[config.mk]
export PLATFORM = sky130hd
export DESIGN_NAME = svunit_check_aggregator
export DESIGN_NICKNAME = d
export VERILOG_FILES = /design/src/rtl/svunit_check_aggregator.sv
export SDC_FILE = /design/constraint.sdc
export NUM_CORES = 1
export LEC_CHECK = 0
export BUFFER_PORTS_ARGS = -buffer_cell sky130_fd_sc_hd__buf_4
export CAP_MARGIN = 40
export CORE_AREA = 2 2 102 94
export DETAILED_ROUTE_END_ITERATION = 6
export DIE_AREA = 0 0 104 96
export PLACE_DENSITY = 0.64
export SLEW_MARGIN = 10
export SYNTH_ARGS = -nofsm -noshare
export SYNTH_HDL_FRONTEND = slang
export SYNTH_SLANG_ARGS = --single-unit
export TNS_END_PERCENT = 100
[constraint.sdc]
create_clock -name clk -period 4.4 [get_ports clk]
set_clock_uncertainty 0.1 [all_clocks]
set_input_delay 0.22 -clock clk [delete_from_list [all_inputs] [get_ports clk]]
set_output_delay 0.22 -clock clk [all_outputs]
set_load 0.02 [all_outputs]
[src/rtl/svunit_check_aggregator.sv]
// svunit_check_aggregator
//   Collects pass/fail strobes from NUM_CH checkers and brackets them into
//   tests delimited by start/stop.
//   Per test it keeps:
//     - saturating pass/fail counts
//     - the first failing channel
//     - an optional RUN-cycle timeout
//   Across tests it keeps suite totals (tests run, tests failed).
//
// Ports:
//   clk, rst        rising-edge clock, synchronous active-high reset
//   start, stop     begin a test (IDLE/DONE), end a test (RUN)
//   chk_valid/pass  per-channel check strobe and result
//   running, done   state is RUN / DONE
//   pass_cnt        passing checks in the current/last test
//   fail_cnt        failing checks in the current/last test
//   first_fail_*    first failing channel of the test, and its valid flag
//   timed_out       last test ended by timeout
//   verdict_pass    done && no failures && no timeout
//   tests_run       completed tests since reset (saturating)
//   tests_failed    completed tests with a fail verdict (saturating)
module svunit_check_aggregator #(
    parameter int unsigned NUM_CH  = 4,
    parameter int unsigned CNT_W   = 16,
    parameter int unsigned TIMEOUT = 0,
    localparam int unsigned CH_W   = (NUM_CH > 1) ? $clog2(NUM_CH) : 1
) (
    input  logic              clk,
    input  logic              rst,
    input  logic              start,
    input  logic              stop,
    input  logic [NUM_CH-1:0] chk_valid,
    input  logic [NUM_CH-1:0] chk_pass,
    output logic              running,
    output logic              done,
    output logic [CNT_W-1:0]  pass_cnt,
    output logic [CNT_W-1:0]  fail_cnt,
    output logic              first_fail_vld,
    output logic [CH_W-1:0]   first_fail_ch,
    output logic              timed_out,
    output logic              verdict_pass,
    output logic [CNT_W-1:0]  tests_run,
    output logic [CNT_W-1:0]  tests_failed
);

    localparam int unsigned PC_W     = 6;
    localparam int unsigned TMO_W    = (TIMEOUT > 1) ? $clog2(TIMEOUT) : 1;
    localparam int unsigned TMO_LAST = (TIMEOUT > 0) ? TIMEOUT - 1 : 0;

    typedef enum logic [1:0] {
        ST_IDLE,
        ST_RUN,
        ST_DONE
    } state_t;

    state_t state_q, state_d;

    logic [CNT_W-1:0] pass_cnt_q, pass_cnt_d;
    logic [CNT_W-1:0] fail_cnt_q, fail_cnt_d;
    logic             ff_vld_q, ff_vld_d;
    logic [CH_W-1:0]  ff_ch_q, ff_ch_d;
    logic             timed_out_q, timed_out_d;
    logic [TMO_W-1:0] tmo_cnt_q, tmo_cnt_d;
    logic [CNT_W-1:0] tests_run_q, tests_run_d;
    logic [CNT_W-1:0] tests_failed_q, tests_failed_d;

    logic [PC_W-1:0]  pass_pc, fail_pc;
    logic             fail_any;
    logic [CH_W-1:0]  fail_low_ch;
    logic             tmo_hit;
    logic             enter_run, enter_done;

    function automatic logic [CNT_W-1:0] sat_add(input logic [CNT_W-1:0] a,
                                                 input logic [PC_W-1:0]  b);
        logic [CNT_W+PC_W-1:0] s;
        s = {{PC_W{1'b0}}, a} + {{CNT_W{1'b0}}, b};
        if (s[CNT_W+PC_W-1:CNT_W] != '0) begin
            return '1;
        end
        return s[CNT_W-1:0];
    endfunction

    // Per-cycle popcounts and lowest-index failing channel.
    always_comb begin
        pass_pc     = '0;
        fail_pc     = '0;
        fail_any    = 1'b0;
        fail_low_ch = '0;
        for (int unsigned i = 0; i < NUM_CH; i++) begin
            pass_pc = pass_pc + PC_W'(chk_valid[i] & chk_pass[i]);
            fail_pc = fail_pc + PC_W'(chk_valid[i] & ~chk_pass[i]);
            if (chk_valid[i] && !chk_pass[i] && !fail_any) begin
                fail_any    = 1'b1;
                fail_low_ch = CH_W'(i);
            end
        end
    end

    assign tmo_hit    = (TIMEOUT != 0) && (state_q == ST_RUN) &&
                        (tmo_cnt_q == TMO_W'(TMO_LAST));
    assign enter_run  = ((state_q == ST_IDLE) || (state_q == ST_DONE)) && start;
    assign enter_done = (state_q == ST_RUN) && (stop || tmo_hit);

    // FSM: state register
    always_ff @(posedge clk) begin
        if (rst) begin
            state_q <= ST_IDLE;
        end else begin
            state_q <= state_d;
        end
    end

    // FSM: next state
    always_comb begin
        state_d = state_q;
        case (state_q)
            ST_IDLE: if (start) state_d = ST_RUN;
            ST_RUN:  if (stop || tmo_hit) state_d = ST_DONE;
            ST_DONE: if (start) state_d = ST_RUN;
            default: state_d = ST_IDLE;
        endcase
    end

    // FSM: outputs
    always_comb begin
        running      = (state_q == ST_RUN);
        done         = (state_q == ST_DONE);
        verdict_pass = (state_q == ST_DONE) && (fail_cnt_q == '0) && !timed_out_q;
    end

    // Datapath next values
    always_comb begin
        pass_cnt_d     = pass_cnt_q;
        fail_cnt_d     = fail_cnt_q;
        ff_vld_d       = ff_vld_q;
        ff_ch_d        = ff_ch_q;
        timed_out_d    = timed_out_q;
        tmo_cnt_d      = tmo_cnt_q;
        tests_run_d    = tests_run_q;
        tests_failed_d = tests_failed_q;
        if (enter_run) begin
            pass_cnt_d  = '0;
            fail_cnt_d  = '0;
            ff_vld_d    = 1'b0;
            ff_ch_d     = '0;
            timed_out_d = 1'b0;
            tmo_cnt_d   = '0;
        end else if (state_q == ST_RUN) begin
            pass_cnt_d = sat_add(pass_cnt_q, pass_pc);
            fail_cnt_d = sat_add(fail_cnt_q, fail_pc);
            if (!ff_vld_q && fail_any) begin
                ff_vld_d = 1'b1;
                ff_ch_d  = fail_low_ch;
            end
            tmo_cnt_d = tmo_cnt_q + 1'b1;
            if (enter_done) begin
                // stop takes priority over a coincident timeout
                timed_out_d = !stop;
                tests_run_d = sat_add(tests_run_q, PC_W'(1));
                // verdict uses the updated count, so last-cycle failures matter
                if ((fail_cnt_d != '0) || timed_out_d) begin
                    tests_failed_d = sat_add(tests_failed_q, PC_W'(1));
                end
            end
        end
    end

    always_ff @(posedge clk) begin
        if (rst) begin
            pass_cnt_q     <= '0;
            fail_cnt_q     <= '0;
            ff_vld_q       <= 1'b0;
            ff_ch_q        <= '0;
            timed_out_q    <= 1'b0;
            tmo_cnt_q      <= '0;
            tests_run_q    <= '0;
            tests_failed_q <= '0;
        end else begin
            pass_cnt_q     <= pass_cnt_d;
            fail_cnt_q     <= fail_cnt_d;
            ff_vld_q       <= ff_vld_d;
            ff_ch_q        <= ff_ch_d;
            timed_out_q    <= timed_out_d;
            tmo_cnt_q      <= tmo_cnt_d;
            tests_run_q    <= tests_run_d;
            tests_failed_q <= tests_failed_d;
        end
    end

    assign pass_cnt       = pass_cnt_q;
    assign fail_cnt       = fail_cnt_q;
    assign first_fail_vld = ff_vld_q;
    assign first_fail_ch  = ff_ch_q;
    assign timed_out      = timed_out_q;
    assign tests_run      = tests_run_q;
    assign tests_failed   = tests_failed_q;

endmodule

==> reports/qor.txt, run 1 <==
Die ar. -> 9980 µm²
Seq cells post-synth -> 70
Syn avg cell area -> 8.28 µm²
Final ANT Viol Nets -> 0
Main synth FF type -> dfxtp_1
H-tree level count -> 3
# DRC -> 0
Asr flop ratio synth -> 0%
Setup Crit Path Kind -> in2reg
Min setup slack post-route -> 0.515 ns
Vias in the first global route -> 3,511
Worst slew margin -> 42.9%
Ports -> 83
# setup viols final -> 0
DR pass1 iterations -> 4
Synthesized Nets -> 505
DIE HEIGHT -> 96 µm
WL/cell -> 14.9 µm
Netlist Area Pre-Place -> 3960 µm²
Tcrit/Tclk final -> 88.3%
Clock sinks -> 70
Max Cap Viol -> 0
Critical Path RT -> 4.56 ns
Layout cells sized above 1 -> 19.6%
Worst path cell trace -> buf_4 -> nor2b_1 -> fa_1 -> ha_1 -> ha_1 -> inv_1 -> fa_1 -> nor2b_1 -> o2111ai_4 -> o21ai_1 -> o211ai_1 -> a2111o_1 -> buf_12 -> and3_1 -> a311oi_1
RSZ-0062 raised after global routing -> no
Crit end category -> flop
Ys Warns -> 0
Initial antenna violation count -> 0
Clock slew at reported path FFs -> 0.08 ns
Sequential area share after synthesis -> 35.4%
Hold Buf Count CTS -> 0
Starting density of the core -> 44.4%
Post-synth EDFFs -> 0
Largest stage delay, worst path -> 0.47 ns
Fmax -> 0.257 GHz
Port Buf Inserts -> 82
Initial DRC Count -> 174
Post-CTS setup buffer count -> 0
Worst slew pin tran -> 0.856 ns
Cell variety after synth -> 52
Routability-driven placement congestion ratio -> 0.858
Outcome -> complete, no violations
Power per cell area -> 271 nW/µm²
Fin nets -> 574
CTS tree -> yes
Place WS -> 0.152 ns
DP HPWL -> 7.02 mm
Crit start category -> input pin
Routed via count -> 3,783
Peak supply drop -> 0.000188 V
Final hold vios -> 0
Die width -> 104 µm
Placed cell area -> 4620 µm²
First-pass GRT wire length -> 16.7 mm
Cells after Synth -> 478
Slowest-stage cell, CP -> fa_1
Clock Latency Late Sink -> 0.35 ns
Tmin final -> 3.88 ns
CTS resizes -> 0
Via density -> 5.61
Max Root-Sink Buffers -> 2
Worst hold slack -> 0.0369 ns
CP arrival -> 4.04 ns
Fin. max-slew vios -> 0
Leakage -> 1.91 nW
Num CTS Buffers -> 9
Synth-to-Final Area Change -> 21.3%
Setup TNS -> 0 ns
Fin area -> 4800 µm²
Worst min path class -> in2reg
Pin count of the biggest net entering global routing -> 38
Clock root cell -> clkbuf_8
Total wire length -> 10.0 mm
GRT Overall Usage -> 20.4%
Crit Path Max Fanout -> 26
Inserted Diodes -> 0
Core area -> 8920 µm²
Global route overflow -> 0
Site Rows -> 33
## registers in the layout (all words and copies together), names as in the netlist
signal / cells
timed_out: 1
first_fail_ch: 2
first_fail_vld: 1
pass_cnt: 16
tests_failed: 16
tests_run: 16
state_q: 2
fail_cnt: 16
## cells in the mapped netlist, drive strengths merged, types with 2 or more instances
master	instances	area share (%)
and2	14	2.3
mux2i	8	2.0
and4	2	0.44
o211ai	2	0.38
and3	23	3.6
a31oi	18	2.8
o211a	2	0.51
o31ai	2	0.38
a311oi	15	3.6
o21a	2	0.38
a21oi	40	5.1
nor3b	7	1.5
nor2b	7	1.1
a211oi	6	1.1
xor2	13	2.9
nand2	30	2.8
a41oi	3	0.66
nor2	41	3.9
inv	19	1.8
nand2b	8	1.3
or3	3	0.47
nor4	6	0.95
clkbuf	12	1.1
ha	10	3.2
dfxtp	70	35
nand4	14	2.2
nand3	22	2.8
buf	16	2.8
a41o	2	0.51
fa	5	2.5
o2111ai	2	0.89
xnor2	7	1.5
nor3	20	2.5
o21ai	17	2.2
## worst paths after layout
path                    start               to  slack [ns]  depth (start not counted)
setup / recovery  chk_pass[1]  tests_failed[3]        0.52                         15
hold / removal          start       state_q[1]        0.04                          3
setup reg to reg  fail_cnt[0]  tests_failed[3]        1.12                         11
hold reg to reg     timed_out        timed_out        0.41                          1
## cell type report
| type | instances | area (µm²) |
|---|---|---|
| clock buffers | 9 | 124 |
| clock inverters | 7 | 56.3 |
| fillers | 890 | 4120 |
| inverters | 19 | 71.3 |
| multi-input cells | 361 | 2330 |
| flip-flops and latches | 70 | 1400 |
| well taps | 122 | 153 |
| repair buffers | 86 | 666 |
## per-stage QoR
| step | instances | power [mW] | util, % |
|---|---|---|---|
| 3_3_place_gp | 656 | 0.817 | 51.5 |
| 3_5_place_dp | 658 | 0.822 | 51.8 |
| 5_1_grt | 674 | 1.36 | 53.8 |
| 4_1_cts | 674 | 1.31 | 53.8 |
| 6_report | 674 | 1.30 | 53.8 |
| 2_1_floorplan | 478 | 0.768 | - |
## layout by cell type, fill, tap and decap left out, types with 3 or more instances in the layout
cell type,n
nor2b_1,7
and3_1,23
a31oi_1,18
clkbuf_8,9
inv_1,19
a41oi_1,3
nor3_1,20
a211oi_1,6
nand2_1,30
buf_4,84
o21ai_0,16
dfxtp_1,70
xnor2_1,7
nor4_1,6
nand4_1,14
inv_6,3
xor2_1,13
and2_1,13
or3_1,3
nor2_1,41
nor3b_1,6
a21oi_1,40
fa_1,5
ha_1,10
clkinvlp_4,4
a311oi_1,13
nand2b_1,8
mux2i_1,8
nand3_1,22
## cell families (layout without fill, tap and decap cells)
logic type      after synthesis  after routing  synth area share [%]
mux                           9              9                  2.31
fa+ha+maj                    15             15                  5.69
xor+xnor                     20             20                  4.43
buf+inv                      47            121                  5.72
simple gates                201            201                  26.8
compound gates              116            116                  19.7
flops                        70             70                  35.4
## report_power, final
group / internal (mW) / switching, mW
logic: 0.0627 / 0.0952
clock network: 0.210 / 0.281
registers: 0.641 / 0.00914
total: 0.913 / 0.385
## critical path, delay by kind of cell
family / cells / cell delay [ns]
AO/OA/AOI/OAI: 5 / 1.24
adder cells (fa/ha/maj): 4 / 1.40
buffers and inverters: 3 / 0.35
AND/OR/NAND/NOR: 3 / 0.83
## layer usage
layer / track usage, % / wire length (µm) / up-vias
met5: 0 / 0 / -
met4: 6.42 / 134 / 0
met3: 5.28 / 515 / 15
met2: 32.8 / 4570 / 105
met1: 27.2 / 4800 / 1781
li1: - / - / 1882
Note: power is estimated with default switching activity, not from simulation.
==> run 2: changes to the inputs <==
--- a/config.mk
+++ b/config.mk
@@ -11,6 +11,7 @@
 export DETAILED_ROUTE_END_ITERATION = 6
 export DIE_AREA = 0 0 104 96
 export PLACE_DENSITY = 0.64
+export RECOVER_POWER = 25
 export SLEW_MARGIN = 10
 export SYNTH_ARGS = -nofsm -noshare
 export SYNTH_HDL_FRONTEND = slang
==> constraint.sdc (replaced) <==
create_clock -name clk -period 4.6 [get_ports clk]
set_clock_uncertainty 0.1 [all_clocks]
set_input_delay 0.23 -clock clk [delete_from_list [all_inputs] [get_ports clk]]
set_output_delay 0.23 -clock clk [all_outputs]
set_load 0.02 [all_outputs]
==> run 2 against run 1 <==
Against the previous run:
- total power is 0.70% higher
- core utilization decreased by 1.0 points
- worst hold slack gained 0.019 ns
- sequential cell count did not move
- clock-buffer cell count up 1
- cell count up 0.30%
- setup slack got worse by 0.0044 ns
- register-to-register slack about the same
- clock power up 11%
- final area down 1.9%
- global-route usage grew 0.19 points
- critical endpoint is now tests_failed[13]
==> reports/qor.txt, run 2 (synthesis gave the netlist of run 1 again) <==
Outcome -> complete, no violations
Starting density of the core -> 44.4%
Setup Crit Path Kind -> in2reg
Clock sinks -> 70
Fin. max-slew vios -> 0
Register share of total power -> 47.5%
Worst slew margin -> 34.5%
DR pass1 iterations -> 5
Inserted Diodes -> 0
Post-CTS setup buffer count -> 0
Slowest-stage cell, CP -> a2111o_1
Peak supply drop -> 0.000154 V
Worst slew pin tran -> 0.983 ns
Worst min path class -> in2reg
WP buf/inv -> 2
H-tree level count -> 3
Routed via count -> 3,811
Leakage -> 1.80 nW
Critical Path RT -> 4.76 ns
# setup viols final -> 0
Synth-to-Final Area Change -> 19.0%
Initial DRC Count -> 181
Die ar. -> 9980 µm²
CTS resizes -> 0
GR Layer Usage met1 -> 27.5%
Largest delay contributor family on the critical path -> compound AO/OA/AOI/OAI gates
Worst path cell trace -> buf_4 -> nor2b_1 -> fa_1 -> ha_1 -> ha_1 -> inv_1 -> fa_1 -> nor2b_1 -> o2111ai_4 -> o21ai_1 -> o211ai_1 -> a2111o_1 -> and3_1 -> a311oi_1
Tcrit/Tclk final -> 88.9%
Routability-driven placement congestion ratio -> 0.821
Global route overflow -> 0
Via density -> 5.64
Crit start category -> input pin
Met3 GRT Util -> 4.47%
Tmin final -> 4.09 ns
RSZ-0062 raised after global routing -> no
Hold Buf Count CTS -> 0
Final ANT Viol Nets -> 0
Setup TNS -> 0 ns
GRT Overall Usage -> 20.6%
Clock slew at reported path FFs -> 0.07 ns
Logic pwr share -> 10.9%
Max Cap Viol -> 0
Total wire length -> 10.2 mm
WL/cell -> 15.1 µm
Power per cell area -> 278 nW/µm²
Pin count of the biggest net entering global routing -> 38
Layout cells sized above 1 -> 13.5%
Clk pwr share -> 41.6%
Min setup slack post-route -> 0.511 ns
Core area -> 8920 µm²
Max Root-Sink Buffers -> 2
Num CTS Buffers -> 9
Ports -> 83
Fmax -> 0.245 GHz
Port Buf Inserts -> 82
Site Rows -> 33
NetSw -> 340 µW
Crit end category -> flop
Initial antenna violation count -> 0
Commonest non-fill, non-tap cell in the layout -> dfxtp_1
Clock root cell -> clkbuf_8
Largest stage delay, worst path -> 0.71 ns
Fin nets -> 576
Internal power -> 968 µW
CTS tree -> yes
Vias in the first global route -> 3,362
Place WS -> 0.152 ns
Clock Latency Late Sink -> 0.35 ns
Die width -> 104 µm
Crit Path Max Fanout -> 24
DIE HEIGHT -> 96 µm
Fillers -> 935
Most frequent cells in the layout -> dfxtp_1, buf_4, nor2_1, a21oi_1, clkbuf_1
CP arrival -> 4.25 ns
DP HPWL -> 7.16 mm
GRT met2 Usage -> 32.5%
Most Used Layer, Global Route -> met2
Final hold vios -> 0
First-pass GRT wire length -> 16.7 mm
Switching part of the total -> 26.0%
# DRC -> 0
run 2: changes by cell type in the layout (fill, tap and decap cells not counted), sizes merged:
cell and delta:
buf -32, bufinv +2, clkbuf +35, clkinv +3, clkinvlp -3, inv -3
run 2: layout make-up:
class / instances / area, µm² / share of cell area (%)
Multi-Input combinational cell: 361 / 2330 / 49.5
Timing Repair Buffer: 88 / 541 / 11.5
Clock inverter: 6 / 86.3 / 1.83
Tap cell: 122 / 153 / 3.24
Sequential cell: 70 / 1400 / 29.8
Inverter: 19 / 71.3 / 1.51
Clock buffer: 10 / 128 / 2.71
run 2: path summary, 6_finish.rpt:
path               start               end  slack (ns)  cells past startpoint
max          chk_pass[1]  tests_failed[13]        0.51                     14
min                start        state_q[1]        0.06                      3
max reg2reg  fail_cnt[0]  tests_failed[13]        1.13                     10
min reg2reg    timed_out         timed_out        0.41                      1
run 2: worst register-to-register path, delay by kind of cell (launching register included):
kind / cells / cell delay, ns
AND/OR/NAND/NOR: 2 / 0.73
AO/OA/AOI/OAI: 5 / 1.49
flip-flops: 1 / 0.39
buffers and inverters: 1 / 0.06
adder cells (fa/ha/maj): 2 / 0.60
run 2: metrics by stage:
step | power (mW) | utilization, % | std cells | instance area [µm²] | hold WS, ns
4_1_cts | 1.33 | 54.2 | 676 | 4840 | 0.0305
6_report | 1.31 | 52.8 | 676 | 4710 | 0.0562
3_3_place_gp | 0.774 | 51.6 | 658 | 4600 | 0.379
5_1_grt | 1.37 | 52.8 | 676 | 4710 | 0.0529
3_5_place_dp | 0.781 | 51.8 | 660 | 4620 | 0.378
2_1_floorplan | 0.735 | - | 478 | 3960 | 0.308
run 2: per-layer routing:
layer  wire length [µm]  vias up  share of wire (%)
met5                  0        -                  0
met4                170        0                1.7
met3                468       17                4.6
met2               4710       87                 46
met1               4880     1807                 48
li1                   -     1900                  -
run 2: power groups by stage:
stage | logic [mW] | clock network [mW] | registers [mW]
CTS | 0.145 | 0.562 | 0.622
global placement | 0.138 | 0 | 0.636
floorplan | 0.0937 | 0 | 0.641
global route | 0.158 | 0.589 | 0.623
finish | 0.142 | 0.544 | 0.622
detailed placement | 0.144 | 0 | 0.636
